## src/rtl/game_pkg.sv

```systemverilog
// Shared types and constants for the mode counter.
// Build option: define GAME_SAT_EN to make the counter saturate instead of wrap.
package game_pkg;

    localparam int unsigned GAME_WIDTH = 4;

    typedef enum logic [1:0] {
        UP1 = 2'b00,
        UP2 = 2'b01,
        DN1 = 2'b10,
        DN2 = 2'b11
    } mode_e;

    typedef enum logic [1:0] {
        IDLE = 2'b00,
        RUN  = 2'b01,
        HALT = 2'b10
    } cnt_state_e;

endpackage

```

## src/rtl/mode_counter_flags_counter_step.sv

```systemverilog
// Combinational step unit: next count from current count and mode, plus
// boundary hits on the new value.
// Build option: GAME_SAT_EN selects clamping at 0 / all-ones instead of wrap.
module counter_step
    import game_pkg::*;
#(
    parameter int unsigned WIDTH = GAME_WIDTH
) (
    input  logic [WIDTH-1:0] count_i,
    input  logic [1:0]       mode_i,
    output logic [WIDTH-1:0] next_o,
    output logic             win_o,
    output logic             lose_o
);

    mode_e            mode_s;
    logic [WIDTH-1:0] step_s;
    logic             up_s;
`ifdef GAME_SAT_EN
    logic [WIDTH:0]   sum_s;
    logic [WIDTH:0]   diff_s;
`endif

    // Decode the mode into a magnitude and direction, then add or subtract.
    always_comb begin
        mode_s = mode_e'(mode_i);
        up_s   = (mode_s == UP1) || (mode_s == UP2);
        step_s = ((mode_s == UP2) || (mode_s == DN2)) ? WIDTH'(2) : WIDTH'(1);
`ifdef GAME_SAT_EN
        // The extra top bit flags overflow (up) or borrow (down) for clamping.
        sum_s  = {1'b0, count_i} + {1'b0, step_s};
        diff_s = {1'b0, count_i} - {1'b0, step_s};
        if (up_s) begin
            next_o = sum_s[WIDTH] ? '1 : sum_s[WIDTH-1:0];
        end else begin
            next_o = diff_s[WIDTH] ? '0 : diff_s[WIDTH-1:0];
        end
`else
        next_o = up_s ? (count_i + step_s) : (count_i - step_s);
`endif
        win_o  = (next_o == '1);
        lose_o = (next_o == '0);
    end

endmodule

```

## src/rtl/mode_counter_flags.sv

```systemverilog
// Multimode game counter: loads a start value, steps by +/-1 or +/-2 each
// cycle, pulses win/lose flags when a step lands on all-ones/zero, and
// freezes while gameover is high.
// Build option: GAME_SAT_EN (saturating arithmetic, handled in counter_step).
module mode_counter_flags
    import game_pkg::*;
#(
    parameter int unsigned WIDTH = GAME_WIDTH
) (
    input  logic             clk,
    input  logic             rst,
    input  logic [1:0]       mode,
    input  logic             init,
    input  logic [WIDTH-1:0] init_value,
    input  logic             gameover,
    output logic [WIDTH-1:0] count,
    output logic             winner_flag,
    output logic             loser_flag
);

    cnt_state_e       state_q, state_d;
    logic [WIDTH-1:0] count_q, count_d;
    logic             win_q, win_d;
    logic             lose_q, lose_d;

    logic [WIDTH-1:0] step_next;
    logic             step_win;
    logic             step_lose;

    counter_step #(
        .WIDTH (WIDTH)
    ) u_step (
        .count_i (count_q),
        .mode_i  (mode),
        .next_o  (step_next),
        .win_o   (step_win),
        .lose_o  (step_lose)
    );

    // State, count and flag registers with asynchronous reset.
    always_ff @(posedge clk or posedge rst) begin
        if (rst) begin
            state_q <= IDLE;
            count_q <= '0;
            win_q   <= 1'b0;
            lose_q  <= 1'b0;
        end else begin
            state_q <= state_d;
            count_q <= count_d;
            win_q   <= win_d;
            lose_q  <= lose_d;
        end
    end

    // Next state: gameover beats init beats step; flags only on a real step.
    always_comb begin
        state_d = state_q;
        count_d = count_q;
        win_d   = 1'b0;
        lose_d  = 1'b0;
        if (gameover) begin
            if (state_q == RUN) begin
                state_d = HALT;
            end
        end else if (init) begin
            state_d = RUN;
            count_d = init_value;
        end else if (state_q == RUN) begin
            count_d = step_next;
            win_d   = step_win;
            lose_d  = step_lose;
        end
    end

    assign count       = count_q;
    assign winner_flag = win_q;
    assign loser_flag  = lose_q;

endmodule

```

## config.mk

```make
export PLATFORM = sky130hd
export DESIGN_NAME = mode_counter_flags
export DESIGN_NICKNAME = d
export VERILOG_FILES = /design/src/rtl/game_pkg.sv /design/src/rtl/mode_counter_flags_counter_step.sv /design/src/rtl/mode_counter_flags.sv
export SDC_FILE = /design/constraint.sdc
export NUM_CORES = 1
export LEC_CHECK = 0
export CAP_MARGIN = 5
export CORE_MARGIN = 1.5
export CORE_UTILIZATION = 26
export DETAILED_ROUTE_END_ITERATION = 8
export PLACE_DENSITY = 0.54
export SLEW_MARGIN = 20
export SYNTH_ARGS = -nofsm -noshare
export SYNTH_HDL_FRONTEND = slang
export SYNTH_SLANG_ARGS = --single-unit
```

## constraint.sdc

```tcl
create_clock -name clk -period 2.2 [get_ports clk]
set_clock_uncertainty 0.15 [all_clocks]
set_input_delay 0.44 -clock clk [delete_from_list [all_inputs] [get_ports clk]]
set_output_delay 0.44 -clock clk [all_outputs]
set_load 0.03 [all_outputs]
```

==> results by group <==
Synthesis
  • Synthesized area per cell: 9.42 µm²
  • Synthesized area: 518 µm²
  • Yosys reg bits: 8
  • Syn nets: 69
  • Synth cell types: 24
  • Syn Inst Count: 55
  • Sequential-to-total area share from yosys stat: 0.386
  • Yosys warnings: 0

STA
  • Max frequency: 476 MHz
  • Final Hold Viols: 0
  • Final Cycle Share: 0.956
  • Slew HR: 0.775
  • Slew Limit Fails: 0
  • # setup viols final: 0
  • Worst slew pin tran: 337 ps
  • Hold WS: 275 ps
  • RSZ-0062 raised after global routing: false
  • Final period demand of the worst path: 2100 ps
  • Setup WS post-layout: 97.4 ps

Placed design
  • DP Worst Slack: -218 ps
  • GP Congestion: 0.744
  • Final HPWL DP: 857 µm
  • I/O Buffers: 15

Critical path
  • Crit end category: flip-flop
  • CP startpoint: mode[0]
  • Slowest cell delay on critical path: 450 ps
  • Crit path kind: primary input to flip-flop
  • Top delay family on crit path: adder cells
  • Worst EP required: 2210 ps
  • CP Cell Sequence: clkdlybuf4s50_1 -> inv_1 -> ha_1 -> fa_1 -> xnor2_2 -> nand2_1 -> nor4_2
  • CP max FO: 3
  • WP data arrival: 2110 ps
  • Worst Path Buf+Inv: 2
  • CP max-delay cell: clkdlybuf4s50_1
  • Startpoint types: primary input
  • Reg2reg start: count[0]

Clock tree
  • Hold buffers post-CTS: 0
  • # H-tree levels: 1
  • # clock sinks: 8
  • Root Driver: clkbuf_4
  • Worst-Skew Late Latency: 270 ps
  • TritonCTS Buffers: 3
  • Clock tree buffer depth: 2
  • Clock-pin slew on the worst setup and hold paths: 60 ps
  • CTS tree: done
  • Post-CTS setup buffers: 0

Power and ir drop
  • Pwr Density: 908 mW/mm²
  • Lkg Pwr: 0.341 nW
  • VDD IR-drop max: 0.488 mV
  • Tot Pwr: 0.680 mW

Status
  • Status: complete, no violations

Detailed routing
  • Met3 routed WL: 45 µm
  • Metal-1 WL: 513 µm
  • DRC violations left: 0
  • Routed wl met2: 526 µm
  • 1st-iter DRT viols: 10
  • Total number of vias: 460
  • Top sig layer: met4
  • Post-DR wirelength/cell: 11.2 µm
  • Via density: 4.65
  • 1st-pass router iterations: 6
  • Antenna Nets Post-Route: 0
  • Final wirelength: 1.11 mm

Final layout
  • Final nets: 90
  • Register area: 200 µm²
  • Synth-to-layout area growth: 44.7%
  • Fillers: 195
  • Area of the multi-input gates: 308 µm²
  • Diodes inserted: 0
  • Layout cells sized above 1: 0.149

Global route
  • Total gr overflow: 0
  • Total Routing Usage GR: 0.125
  • Initial antenna violation count: 0
  • Largest net degree at the start of global routing: 9
  • First-pass GRT wire length: 1.86 mm
  • Number of global-route vias before repair: 432

Floorplan
  • IO Pins: 16
  • Num rows: 15
  • Initial Util: 0.288
  • Core area: 0.00180 mm²
  • Die area: 0.00227 mm²
  • Die span in y: 47.6 µm
  • Die width: 47.6 µm

Flow run
  • Maxcap violations: 0

Hold path
  • HP Class: primary input to async pin
[final timing paths]
check / endpoint / slack [ps] / cells past startpoint
min reg2reg: state_q[0] / 360 / 2
min in group clk: state_q[0] / 360 / 2
max: loser_flag / 100 / 7
max reg2reg: loser_flag / 350 / 5
max in group asynchronous: state_q[1] / 1360 / 2
min: count[0] / 270 / 2
[cell type report]
class | instances | area share
inverters | 4 | 0.0200
multi-input cells | 41 | 0.411
clock buffers | 3 | 0.0301
well taps | 25 | 0.0417
repair buffers | 18 | 0.230
flip-flops and latches | 8 | 0.267
[cell families after synthesis]
family / share of synthesized area
simple gates: 0.210
compound gates: 0.147
flops: 0.386
buf+inv: 0.0459
fa+ha+maj: 0.111
xor+xnor: 0.0604
mux: 0.0386
[layout by cell type, fill, tap and decap left out]
| master | n |
|---|---|
| clkbuf_4 | 3 |
| or2_1 | 1 |
| nand3_1 | 2 |
| xnor2_2 | 1 |
| nor3b_2 | 1 |
| nor3b_1 | 1 |
| nand2_1 | 7 |
| fa_1 | 1 |
| ha_1 | 3 |
| inv_1 | 4 |
| o21ai_2 | 1 |
| nor4_2 | 1 |
| or3_1 | 1 |
| mux2i_1 | 2 |
| nor2b_1 | 1 |
| a21oi_1 | 6 |
| o211ai_2 | 1 |
| and2b_1 | 1 |
| dfrtp_1 | 8 |
| xnor3_1 | 1 |
| o21ai_0 | 5 |
| and3_1 | 2 |
| nor2_1 | 2 |
| buf_4 | 3 |
| clkdlybuf4s50_1 | 15 |
[stage by stage]
stage                     std cells  setup TNS [ps]  instance area (µm²)  utilization
after global placement           96            -405                  713        0.396
after floorplan                  55               0                  518            -
final                            99               0                  749        0.416
after detailed placement         96            -419                  713        0.396
after CTS                        99               0                  736        0.408
after global routing             99               0                  749        0.416
[registers in the layout (all words and copies together) (netlist names)]
register	count
count	4
loser_flag	1
state_q	2
winner_flag	1
[power by group]
| part | internal [mW] | leakage, nW | switching, mW |
|---|---|---|---|
| Sequential | 0.179 | 0.100 | 0.0307 |
| Combinational | 0.176 | 0.228 | 0.177 |
| Clock | 0.0627 | 0.0138 | 0.0547 |
[worst register-to-register path, cell delays in order, from the launching register on]
cell,delay (ps)
dfrtp_1,400
ha_1,240
fa_1,440
xnor2_2,200
nand2_1,90
nor4_2,220
[synth_stat cells]
cell / instances / area (µm²)
inv_1: 4 / 15.0
xnor3_1: 1 / 22.5
nor4_1: 1 / 6.26
a21oi_1: 6 / 30.0
nand3_1: 2 / 10.0
nor3b_2: 1 / 12.5
nand2_1: 7 / 26.3
dfrtp_1: 8 / 200
o211ai_2: 1 / 12.5
or3_1: 1 / 6.26
xnor2_1: 1 / 8.76
nor2_1: 2 / 7.51
and2b_1: 1 / 7.51
ha_1: 3 / 37.5
fa_1: 1 / 20.0
nor3b_1: 1 / 7.51
o21ai_2: 1 / 8.76
and3_1: 2 / 12.5
buf_2: 1 / 5.00
or2_1: 1 / 6.26
mux2i_1: 2 / 20.0
o21ai_0: 5 / 25.0
nor2b_1: 1 / 6.26
clkbuf_1: 1 / 3.75
[what timing repair did]
action                                  CTS  global route
hold endpoints to repair                  0             0
endpoints found under the setup margin    0             2
gates resized for setup                   0             2
[routing by layer]
metal  track usage  vias up
met5             0        -
met4        0.0649        0
met3        0.0453        4
met2         0.176       10
met1         0.169      217
li1              -      229
No activity file was read; power rests on OpenSTA's default activity.
